[config.mk]
export PLATFORM = sky130hd
export DESIGN_NAME = unidade_controle
export DESIGN_NICKNAME = d
export VERILOG_FILES = /design/src/rtl/cpu_pkg.sv /design/src/rtl/decod_instr.sv /design/src/rtl/unidade_controle.sv
export SDC_FILE = /design/constraint.sdc
export NUM_CORES = 1
export LEC_CHECK = 0
export ABC_AREA = 1
export ABC_CLOCK_PERIOD_IN_PS = 1700
export CORE_UTILIZATION = 46
export CTS_CLUSTER_SIZE = 10
export DETAILED_ROUTE_END_ITERATION = 6
export HOLD_SLACK_MARGIN = 0.03
export PLACE_DENSITY = 0.78
export SYNTH_ARGS = -nofsm -noshare
export SYNTH_HDL_FRONTEND = slang
export SYNTH_SLANG_ARGS = --single-unit
[constraint.sdc]
create_clock -name clock -period 1.7 [get_ports clock]
set_input_delay 0.17 -clock clock [delete_from_list [all_inputs] [get_ports clock]]
set_output_delay 0.17 -clock clock [all_outputs]
set_load 0.02 [all_outputs]
[src/rtl/cpu_pkg.sv]
// Shared encodings for the multicycle control unit: FSM states, opcodes,
// datapath mux selects and the registered control-word layout.
`timescale 1ns/1ps
package cpu_pkg;

  // FSM states; BUSCA must stay at zero so a cleared register reads BUSCA
  typedef enum logic [3:0] {
    BUSCA   = 4'd0,
    BUSCA2  = 4'd1,
    DECOD   = 4'd2,
    EXEC_R  = 4'd3,
    EXEC_I  = 4'd4,
    LUI     = 4'd5,
    ADDR    = 4'd6,
    LOAD    = 4'd7,
    LOAD_WB = 4'd8,
    STORE   = 4'd9,
    BRANCH  = 4'd10,
    JAL     = 4'd11,
    WB      = 4'd12,
    EXCECAO = 4'd13
  } estado_t;

  // Instruction classes produced by the decoder
  typedef enum logic [2:0] {
    CL_R, CL_I, CL_LOAD, CL_STORE, CL_BRANCH, CL_LUI, CL_JAL, CL_INVALIDO
  } classe_t;

  // Opcodes
  localparam logic [6:0] OP_R      = 7'b0110011;
  localparam logic [6:0] OP_I      = 7'b0010011;
  localparam logic [6:0] OP_LOAD   = 7'b0000011;
  localparam logic [6:0] OP_STORE  = 7'b0100011;
  localparam logic [6:0] OP_BRANCH = 7'b1100011;
  localparam logic [6:0] OP_LUI    = 7'b0110111;
  localparam logic [6:0] OP_JAL    = 7'b1101111;

  // funct3 / funct7 values that the unit accepts
  localparam logic [2:0] F3_ADD = 3'b000;
  localparam logic [2:0] F3_AND = 3'b111;
  localparam logic [2:0] F3_LD  = 3'b011;
  localparam logic [2:0] F3_BEQ = 3'b000;
  localparam logic [2:0] F3_BNE = 3'b001;
  localparam logic [6:0] F7_BASE = 7'b0000000;
  localparam logic [6:0] F7_SUB  = 7'b0100000;

  // ULA operation
  localparam logic [2:0] ULA_PASS = 3'b000;
  localparam logic [2:0] ULA_ADD  = 3'b001;
  localparam logic [2:0] ULA_SUB  = 3'b010;
  localparam logic [2:0] ULA_AND  = 3'b011;

  // ULA operand selects
  localparam logic [1:0] SRC_A_PC     = 2'b00;
  localparam logic [1:0] SRC_A_A      = 2'b01;
  localparam logic [1:0] SRC_A_PC_OLD = 2'b10;
  localparam logic [1:0] SRC_B_B      = 2'b00;
  localparam logic [1:0] SRC_B_4      = 2'b01;
  localparam logic [1:0] SRC_B_IMM    = 2'b10;
  localparam logic [1:0] SRC_B_IMM_SH = 2'b11;

  // PC source and write-back source
  localparam logic [1:0] PC_SRC_ULA     = 2'b00;
  localparam logic [1:0] PC_SRC_ULA_OUT = 2'b01;
  localparam logic [1:0] M2R_ULA_OUT    = 2'b00;
  localparam logic [1:0] M2R_MDR        = 2'b01;
  localparam logic [1:0] M2R_PC         = 2'b10;

  // Registered control word (everything except the branch pc_w term)
  typedef struct packed {
    logic       pc_w;
    logic [1:0] pc_src;
    logic       ir_w;
    logic       a_w;
    logic       b_w;
    logic       ula_out_w;
    logic       mdr_w;
    logic       mem_d_wr;
    logic       reg_w;
    logic [1:0] ula_src_a;
    logic [1:0] ula_src_b;
    logic [2:0] ula_sel;
    logic [1:0] mem_to_reg;
    logic       erro;
  } ctrl_t;

  // Moore output table: control word for a given state; sel_r is the
  // R-type operation picked by the decoder, used only in EXEC_R.
  function automatic ctrl_t saidas_estado(input estado_t s, input logic [2:0] sel_r);
    ctrl_t c;
    c = '0;
    case (s)
      BUSCA2: begin
        c.ir_w      = 1'b1;
        c.pc_w      = 1'b1;
        c.pc_src    = PC_SRC_ULA;
        c.ula_src_a = SRC_A_PC;
        c.ula_src_b = SRC_B_4;
        c.ula_sel   = ULA_ADD;
      end
      DECOD: begin
        c.a_w       = 1'b1;
        c.b_w       = 1'b1;
        c.ula_out_w = 1'b1;
        c.ula_src_a = SRC_A_PC_OLD;
        c.ula_src_b = SRC_B_IMM_SH;
        c.ula_sel   = ULA_ADD;
      end
      EXEC_R: begin
        c.ula_src_a = SRC_A_A;
        c.ula_src_b = SRC_B_B;
        c.ula_sel   = sel_r;
        c.ula_out_w = 1'b1;
      end
      EXEC_I, ADDR: begin
        c.ula_src_a = SRC_A_A;
        c.ula_src_b = SRC_B_IMM;
        c.ula_sel   = ULA_ADD;
        c.ula_out_w = 1'b1;
      end
      LUI: begin
        c.ula_src_b = SRC_B_IMM;
        c.ula_sel   = ULA_PASS;
        c.ula_out_w = 1'b1;
      end
      LOAD:    c.mdr_w = 1'b1;
      LOAD_WB: begin
        c.reg_w      = 1'b1;
        c.mem_to_reg = M2R_MDR;
      end
      STORE:   c.mem_d_wr = 1'b1;
      BRANCH: begin
        c.ula_src_a = SRC_A_A;
        c.ula_src_b = SRC_B_B;
        c.ula_sel   = ULA_SUB;
        c.pc_src    = PC_SRC_ULA_OUT;
      end
      JAL: begin
        c.reg_w      = 1'b1;
        c.mem_to_reg = M2R_PC;
        c.pc_w       = 1'b1;
        c.pc_src     = PC_SRC_ULA_OUT;
      end
      WB: begin
        c.reg_w      = 1'b1;
        c.mem_to_reg = M2R_ULA_OUT;
      end
      EXCECAO: c.erro = 1'b1;
      default: c = '0;
    endcase
    return c;
  endfunction

endpackage

[src/rtl/decod_instr.sv]
// Combinational opcode/funct decoder: instruction class plus the
// funct-field validity flags each execution state needs.
`timescale 1ns/1ps
module decod_instr
  import cpu_pkg::*;
(
  input  logic [6:0] i_opcode,
  input  logic [2:0] i_funct3,
  input  logic [6:0] i_funct7,
  output classe_t    o_classe,
  output logic       o_r_valido,
  output logic [2:0] o_ula_sel_r,
  output logic       o_i_valido,
  output logic       o_mem_valido,
  output logic       o_br_valido,
  output logic       o_br_ne
);

  // Opcode to class, and R-type funct3/funct7 to ULA operation
  always_comb begin
    o_classe    = CL_INVALIDO;
    o_r_valido  = 1'b0;
    o_ula_sel_r = ULA_PASS;
    case (i_opcode)
      OP_R:      o_classe = CL_R;
      OP_I:      o_classe = CL_I;
      OP_LOAD:   o_classe = CL_LOAD;
      OP_STORE:  o_classe = CL_STORE;
      OP_BRANCH: o_classe = CL_BRANCH;
      OP_LUI:    o_classe = CL_LUI;
      OP_JAL:    o_classe = CL_JAL;
      default:   o_classe = CL_INVALIDO;
    endcase
    if (i_funct3 == F3_ADD && i_funct7 == F7_BASE) begin
      o_r_valido  = 1'b1;
      o_ula_sel_r = ULA_ADD;
    end else if (i_funct3 == F3_ADD && i_funct7 == F7_SUB) begin
      o_r_valido  = 1'b1;
      o_ula_sel_r = ULA_SUB;
    end else if (i_funct3 == F3_AND && i_funct7 == F7_BASE) begin
      o_r_valido  = 1'b1;
      o_ula_sel_r = ULA_AND;
    end
  end

  assign o_i_valido   = (i_funct3 == F3_ADD);
  assign o_mem_valido = (i_funct3 == F3_LD);
  assign o_br_valido  = (i_funct3 == F3_BEQ) || (i_funct3 == F3_BNE);
  assign o_br_ne      = (i_funct3 == F3_BNE);

endmodule

[src/rtl/unidade_controle.sv]
// Multicycle control unit: Moore FSM with registered control outputs.
// The only combinational output term is pc_w in BRANCH, which follows
// the live ULA zero flag.
`timescale 1ns/1ps
module unidade_controle
  import cpu_pkg::*;
(
  input  logic       clock,
  input  logic       reset,
  input  logic [6:0] opcode,
  input  logic [2:0] funct3,
  input  logic [6:0] funct7,
  input  logic       zero,
  output logic       pc_w,
  output logic [1:0] pc_src,
  output logic       ir_w,
  output logic       a_w,
  output logic       b_w,
  output logic       ula_out_w,
  output logic       mdr_w,
  output logic       mem_d_wr,
  output logic       reg_w,
  output logic [1:0] ula_src_a,
  output logic [1:0] ula_src_b,
  output logic [2:0] ula_sel,
  output logic [1:0] mem_to_reg,
  output logic [3:0] estado,
  output logic       erro
);

  classe_t    w_classe;
  logic       w_r_valido;
  logic [2:0] w_ula_sel_r;
  logic       w_i_valido;
  logic       w_mem_valido;
  logic       w_br_valido;
  logic       w_br_ne;
  logic       w_desvio;
  estado_t    w_prox;

  estado_t    r_estado;
  ctrl_t      r_ctrl;
  // Low until the first edge after reset release, so that first BUSCA
  // occupies a full clock period instead of a fraction of one.
  logic       r_partida;

  decod_instr u_decod (
    .i_opcode     (opcode),
    .i_funct3     (funct3),
    .i_funct7     (funct7),
    .o_classe     (w_classe),
    .o_r_valido   (w_r_valido),
    .o_ula_sel_r  (w_ula_sel_r),
    .o_i_valido   (w_i_valido),
    .o_mem_valido (w_mem_valido),
    .o_br_valido  (w_br_valido),
    .o_br_ne      (w_br_ne)
  );

  // Next-state selection
  always_comb begin
    w_prox = r_estado;
    if (!r_partida) begin
      w_prox = BUSCA;
    end else begin
      case (r_estado)
        BUSCA:  w_prox = BUSCA2;
        BUSCA2: w_prox = DECOD;
        DECOD: begin
          case (w_classe)
            CL_R:               w_prox = EXEC_R;
            CL_I:               w_prox = EXEC_I;
            CL_LOAD, CL_STORE:  w_prox = ADDR;
            CL_BRANCH:          w_prox = BRANCH;
            CL_LUI:             w_prox = LUI;
            CL_JAL:             w_prox = JAL;
            default:            w_prox = EXCECAO;
          endcase
        end
        EXEC_R: w_prox = w_r_valido ? WB : EXCECAO;
        EXEC_I: w_prox = w_i_valido ? WB : EXCECAO;
        LUI:    w_prox = WB;
        ADDR: begin
          if (!w_mem_valido)             w_prox = EXCECAO;
          else if (w_classe == CL_LOAD)  w_prox = LOAD;
          else                           w_prox = STORE;
        end
        LOAD:    w_prox = LOAD_WB;
        BRANCH:  w_prox = w_br_valido ? BUSCA : EXCECAO;
        LOAD_WB, STORE, JAL, WB: w_prox = BUSCA;
        EXCECAO: w_prox = EXCECAO;
        default: w_prox = EXCECAO;
      endcase
    end
  end

  // State register and control word for the state being entered
  always_ff @(posedge clock or negedge reset) begin
    if (!reset) begin
      r_estado  <= BUSCA;
      r_ctrl    <= '0;
      r_partida <= 1'b0;
    end else begin
      r_partida <= 1'b1;
      r_estado  <= w_prox;
      r_ctrl    <= saidas_estado(w_prox, w_ula_sel_r);
    end
  end

  // Conditional branch: beq takes on zero, bne on not-zero
  assign w_desvio = (r_estado == BRANCH) && w_br_valido && (w_br_ne ? ~zero : zero);

  assign pc_w       = r_ctrl.pc_w | w_desvio;
  assign pc_src     = r_ctrl.pc_src;
  assign ir_w       = r_ctrl.ir_w;
  assign a_w        = r_ctrl.a_w;
  assign b_w        = r_ctrl.b_w;
  assign ula_out_w  = r_ctrl.ula_out_w;
  assign mdr_w      = r_ctrl.mdr_w;
  assign mem_d_wr   = r_ctrl.mem_d_wr;
  assign reg_w      = r_ctrl.reg_w;
  assign ula_src_a  = r_ctrl.ula_src_a;
  assign ula_src_b  = r_ctrl.ula_src_b;
  assign ula_sel    = r_ctrl.ula_sel;
  assign mem_to_reg = r_ctrl.mem_to_reg;
  assign estado     = r_estado;
  assign erro       = r_ctrl.erro;

endmodule
; ---- Word level (Yosys, flattened, before mapping)
; Cells that the tools add are included.
[word_totals]
register_bits = 25
input_bits = 20
output_inout_bits = 24
elab_cells = 106
[classes]
n_eq_ne = 42
mux = 28
bitwise_logic = 2
reduce_logical = 18
[op_table]
columns = op, n
row1 = 4-bit equality test (second input constant), 11
row2 = 4-bit one-hot mux with 10 select lines, 1
row3 = 4-bit by 3-bit equality test with 1-bit output (second input constant), 8
row4 = 5-bit one-hot mux with 6 select lines, 1
row5 = 7-bit by 6-bit equality test with 1-bit output (second input constant), 4
row6 = 4-bit one-hot mux with 6 select lines, 1
row7 = 3-bit one-hot mux with 7 select lines, 1
row8 = 4-bit by 2-bit equality test with 1-bit output (second input constant), 4
row9 = 4-bit 2-to-1 mux, 4
row10 = 7-bit equality test (second input constant), 2
row11 = 1-bit 2-to-1 mux, 14
row12 = 3-bit equality test (second input constant), 4
row13 = 3-bit by 2-bit equality test with 1-bit output (second input constant), 3
row14 = 4-bit by 1-bit equality test with 1-bit output (second input constant), 2
row15 = 2-bit one-hot mux with 2 select lines, 2
row16 = 2-bit OR reduction, 4
row17 = 4-bit OR reduction, 2
row18 = 7-bit by 2-bit equality test with 1-bit output (second input constant), 1
row19 = 7-bit by 5-bit equality test with 1-bit output (second input constant), 1
row20 = 7-bit zero test, 1
row21 = 3-bit by 1-bit equality test with 1-bit output (second input constant), 2
row22 = 3-bit zero test, 2
row23 = 3-bit 2-to-1 mux, 2
row24 = 1-bit logical AND, 5
row25 = other kinds (7), 8

; ---- Depth between registers and ports, before layout
[depth]
ltp_word = 11
depth_mapped = 15
ltp_nobuf = 15

; ---- Modules after synthesis
; A second synthesis with hierarchy kept.
[hier_totals]
hier_cells = 212
area_unflattened_um2 = 1522.7
[modules_own_cells]
columns = module, instances, cells_each, area_per_inst_um2, seq_area_each_um2
row1 = unidade_controle, 1, 153, 1255.0, 575.6
row2 = decod_instr, 1, 59, 267.8, 0.0

; ---- Worst setup path before layout
; OpenSTA, ideal clock, no wires.
[synth_path]
path_kind = flip-flop to flip-flop
start = register r_estado[0], in the netlist estado[0]
end = register r_ctrl, in the netlist ula_sel[0]
setup_ns = 0.124
arrival_ns = 1.527
t_required_ns = 1.576
slack_ns = 0.049
path_stages_with_launch = 13
n_path_buf = 0
path_cell_list = dfrtp_1 -> inv_1 -> nand2_2 -> nor2_1 -> nand2_1 -> nand3b_4 -> nor2_2 -> nand3_2 -> nand2_2 -> nand2_4 -> nor2_4 -> nor2_2 -> nand3_2
[synth_via]
elab_chain_cells = 7
elab_cells_between_ends = 25
cone_classes = 19 x eq/ne / 3 x mux / 3 x reduce/logical
[synth_lines]
columns = item, line
row1 = start: declaration, unidade_controle.sv:41  ; estado_t r_estado;
row2 = start signal: assignment, unidade_controle.sv:105  ; r_estado <= w_prox;
row3 = 4-bit equality test, unidade_controle.sv:66  ; case (r_estado)
row4 = 4-bit OR reduction, unidade_controle.sv:66
row5 = 4-bit one-hot mux with 10 select lines *, unidade_controle.sv:66
row6 = 4-bit 2-to-1 mux *, unidade_controle.sv:63  ; if (!r_partida) begin
row7 = 4-bit by 3-bit equality test with 1-bit output, cpu_pkg.sv:92  ; case (s)
row8 = 2-bit OR reduction, --
row9 = 5-bit one-hot mux with 6 select lines *, cpu_pkg.sv:92
row10 = end signal: assignment, unidade_controle.sv:106  ; r_ctrl <= saidas_estado(w_prox, w_ula_sel_r);
row11 = end: declaration, unidade_controle.sv:42  ; ctrl_t r_ctrl;
; Mark *: on every way between the ends. The rest lies on a longest branch, timed or not.

; ---- Worst setup path after layout
[layout_path]
start = input port opcode[1]
end = register r_ctrl, in the netlist ula_out_w
[layout_via]
elab_chain_cells = 10
elab_cells_between_ends = 28
cone_classes = 18 x eq/ne / 7 x mux / 3 x reduce/logical
[layout_lines]
columns = item, line
row1 = start: declaration, unidade_controle.sv:10  ; input logic [6:0] opcode,
row2 = 7-bit equality test (tied with other cells), decod_instr.sv:24  ; case (i_opcode)
row3 = 3-bit one-hot mux with 7 select lines *, decod_instr.sv:24
row4 = 3-bit by 2-bit equality test with 1-bit output (on tied branches), "unidade_controle.sv:70, unidade_controle.sv:85"
row5 = 2-bit OR reduction or 4-bit 2-to-1 mux (tied branches), "unidade_controle.sv:70, unidade_controle.sv:85"
row6 = 4-bit one-hot mux with 6 select lines or 4-bit 2-to-1 mux (tied branches), "unidade_controle.sv:70, unidade_controle.sv:84"
row7 = 4-bit one-hot mux with 10 select lines *, unidade_controle.sv:66
row8 = 4-bit 2-to-1 mux *, unidade_controle.sv:63
row9 = 4-bit by 2-bit equality test with 1-bit output or 4-bit by 3-bit equality test with 1-bit output (tied branches), cpu_pkg.sv:92
row10 = 5-bit OR reduction (no line) *, --
row11 = 1-bit 2-to-1 mux *, cpu_pkg.sv:92
; Marked as above.

==> metrics.txt <==
CTS tree=built; Tmin final=1710 ps; Hold Path Class=in -> async; clk_lat worst skew=310 ps; failing checks=DRC, setup timing; synthesized area=roughly 1400 µm²; Synth area leader=dfrtp_1; initial antenna violation count=0; FF-to-FF path depth=11; final period utilization=1.01; width of the die=57.8 µm; syn_area_per_cell=7.49 µm²; # setup viols final=3; Post-CTS Hold Buffers=0; Initial Utilization=0.502; CTS Sinks=22; Synth cell types=21; FF-to-FF End=ula_out_w; Die Ht=57.8 µm; met3 Use GR=0.0491; FF-to-FF Start=estado[3]; Max Fclk=584 MHz; grt total ovfl=0; RD Place Congestion=0.824; DRT Pass-1 Iters=7; Synth top area share=0.385; RSZ-0062 raised after global routing=yes; hpwl dp=2.29 mm; Worst EP arrival=1920 ps; pre-CTS setup slack=-276 ps; grt peak-use layer=met2; via count=1315; port bufs=41; Cell Pwr Density=1470 nW/µm²; 1st-iter DRT viols=22; antenna viol nets, final=0; Via density=4.76; Fillers=212; WL per Instance=11.5 µm; Final WS setup=-13.2 ps; critical path endpoint category=flip-flop; CP top delay family=simple AND/OR/NAND/NOR gates; clk_skew=4.18 ps; I/O pin cnt=44; Synth Register Bits=22; Hold WS=190 ps; register area=between 500 and 600 µm²; Critical Path Max Stage Delay=about 500 ps; Critical-path top delay cell=clkdlybuf4s50_1; max-slew violation count=0; Total GRT Usage=0.191; grt met1 use=0.250; M2 GR Usage=0.332; CTS root buffer=clkbuf_4; critical path startpoint category=input pin; Core Area=~2900 µm²; max reg flops=4; r2r setup slk=-10 ps; Crit path top cell by count=nand2_1; DIE AREA=3340 µm²; Area Growth Syn to Fin=49.5%; H-tree levels=1; Setup Crit Path Kind=in -> reg; clock buffer depth=2; YS warnings=0; cells along the critical path=clkdlybuf4s50_1, nand2_2, nor2_1, nand2_1, nand3_2, nand2_1, nand2_1, nand2_1, nand3_2, nand2_4, nor2_4, inv_2, nand2_2, nand3_2; vias in the first global route=1241; n_diodes=0; layout net count=266; post-synthesis cell count=191; Rows=19; clock transition at the registers of the reported paths=120 ps; pin count of the biggest net entering global routing=23; area occupied by multi-input gates=806 µm²; Fin. Hold Viols=0; critical path peak fanout=5; max_cap viols=0; peak supply drop=0.000981 V; # DRC=2; status=finished with violations; leakage=0.00114 µW; sequential-to-total area share from yosys stat=0.385; TritonCTS Buffers=3; top post-synthesis cells by area=dfrtp_1 38%, nand2_1 11%, nor2_1 7.1%; WP data required=1910 ps; first-pass GRT wire length=between 5 and 6 mm; final WL=3.17 mm; share of layout cells above drive strength 1=0.388; critical path buffer and inverter count=2
placed cells by master, fill, tap and decap left out:
| cell type | count |
|---|---|
| a31o_2 | 1 |
| buf_4 | 19 |
| buf_6 | 1 |
| bufinv_16 | 1 |
| clkbuf_2 | 1 |
| clkbuf_4 | 3 |
| clkdlybuf4s50_1 | 35 |
| conb_1 | 3 |
| dfrtp_1 | 21 |
| dfrtp_2 | 1 |
| dlymetal6s2s_1 | 5 |
| inv_1 | 17 |
| inv_2 | 13 |
| inv_4 | 1 |
| nand2_1 | 33 |
| nand2_2 | 14 |
| nand2_4 | 5 |
| nand2_8 | 1 |
| nand3_1 | 6 |
| nand3_2 | 10 |
| nand3_4 | 1 |
| nand3b_4 | 1 |
| nand4_1 | 3 |
| nor2_1 | 21 |
| nor2_2 | 10 |
| nor2_4 | 8 |
| nor3_2 | 3 |
| nor3_4 | 1 |
| o21ai_0 | 2 |
| o21ai_1 | 3 |
| xor2_1 | 1 |
worst reg2reg max path: stages, from the launching register on:
cell and delay, ps:
dfrtp_2 480, nand2_1 140, nor2_4 50, nand2_2 80, nand4_1 90, nor2_1 190, nand2_2 100, inv_2 90
nand3_2 120, nor2_4 180, inv_2 70, nand3_2 60
where the power goes:
group | internal [µW] | switching (µW)
logic | 872 | 1140
clock network | 238 | 155
registers | 661 | 83.1
stage by stage:
| step | total power (µW) | instance area [µm²] | TNS (ps) | std cells | utilization |
|---|---|---|---|---|---|
| after floorplan | 1740 | 1440 | 0 | 192 | - |
| after global placement | 2310 | 1910 | -3440 | 267 | 0.668 |
| after detailed placement | 2340 | 1910 | -3620 | 267 | 0.668 |
| after CTS | 2760 | 1980 | 0 | 272 | 0.695 |
| after global routing | 3360 | 2140 | -1070 | 276 | 0.750 |
| final | 3150 | 2140 | -18.1 | 276 | 0.750 |
synth_stat cells:
cell      count
conb_1        2
nor2_1       27
o21ai_1       2
a31o_2        1
nor3_2        2
nand2_1      41
nor3_1        2
inv_2         8
o21ai_0       3
nand2_2       8
nand3_1      11
nand3_2       6
nand2_4       4
nand3b_4      1
nor2_2        9
dfrtp_1      22
inv_1        23
buf_4        12
nand4_1       3
xor2_1        1
nor2_4        3
cells by family (layout without fill, tap and decap cells):
kind of cell / Yosys count / count (layout) / share of synthesized area
flops: 22 / 22 / 0.385
simple gates: 117 / 117 / 0.436
buf+inv: 43 / 96 / 0.144
other cells: 2 / 3 / 0.00525
compound gates: 6 / 6 / 0.0236
xor+xnor: 1 / 1 / 0.00612
how the worst max path moves through the flow:
| stage | start | slack [ps] | cells after the start | to |
|---|---|---|---|---|
| 3_3_place_gp | opcode[4] | -280 | 13 | r_ctrl[19] |
| 5_1_grt | estado[1] | -160 | 12 | ula_out_w |
| 6_report | opcode[1] | -10 | 14 | ula_out_w |
| 4_1_cts | estado[2] | 8 | 11 | ula_sel[0] |
| 3_5_place_dp | opcode[5] | -280 | 14 | ula_out_w |
| 2_1_floorplan | estado[0] | 50 | 12 | ula_sel[0] |
what timing repair did:
item	4_1_cts	5_1_grt
setup endpoints to repair	10	17
resized for setup	7	42
setup buffers	1	4
pin swaps	1	12
layer usage:
metal	wire [µm]	vias to the layer above
met5	0	-
met4	0	0
met3	144	0
met2	1640	28
met1	1390	611
li1	-	676
cell type report:
type | count | area share
tap | 31 | 0.0181
inverter | 31 | 0.0556
multi-input combinational | 127 | 0.377
timing repair buffer | 61 | 0.267
clock inverter | 1 | 0.0140
sequential | 22 | 0.258
clock buffer | 3 | 0.0105
Note: power is estimated with default switching activity, not from simulation.
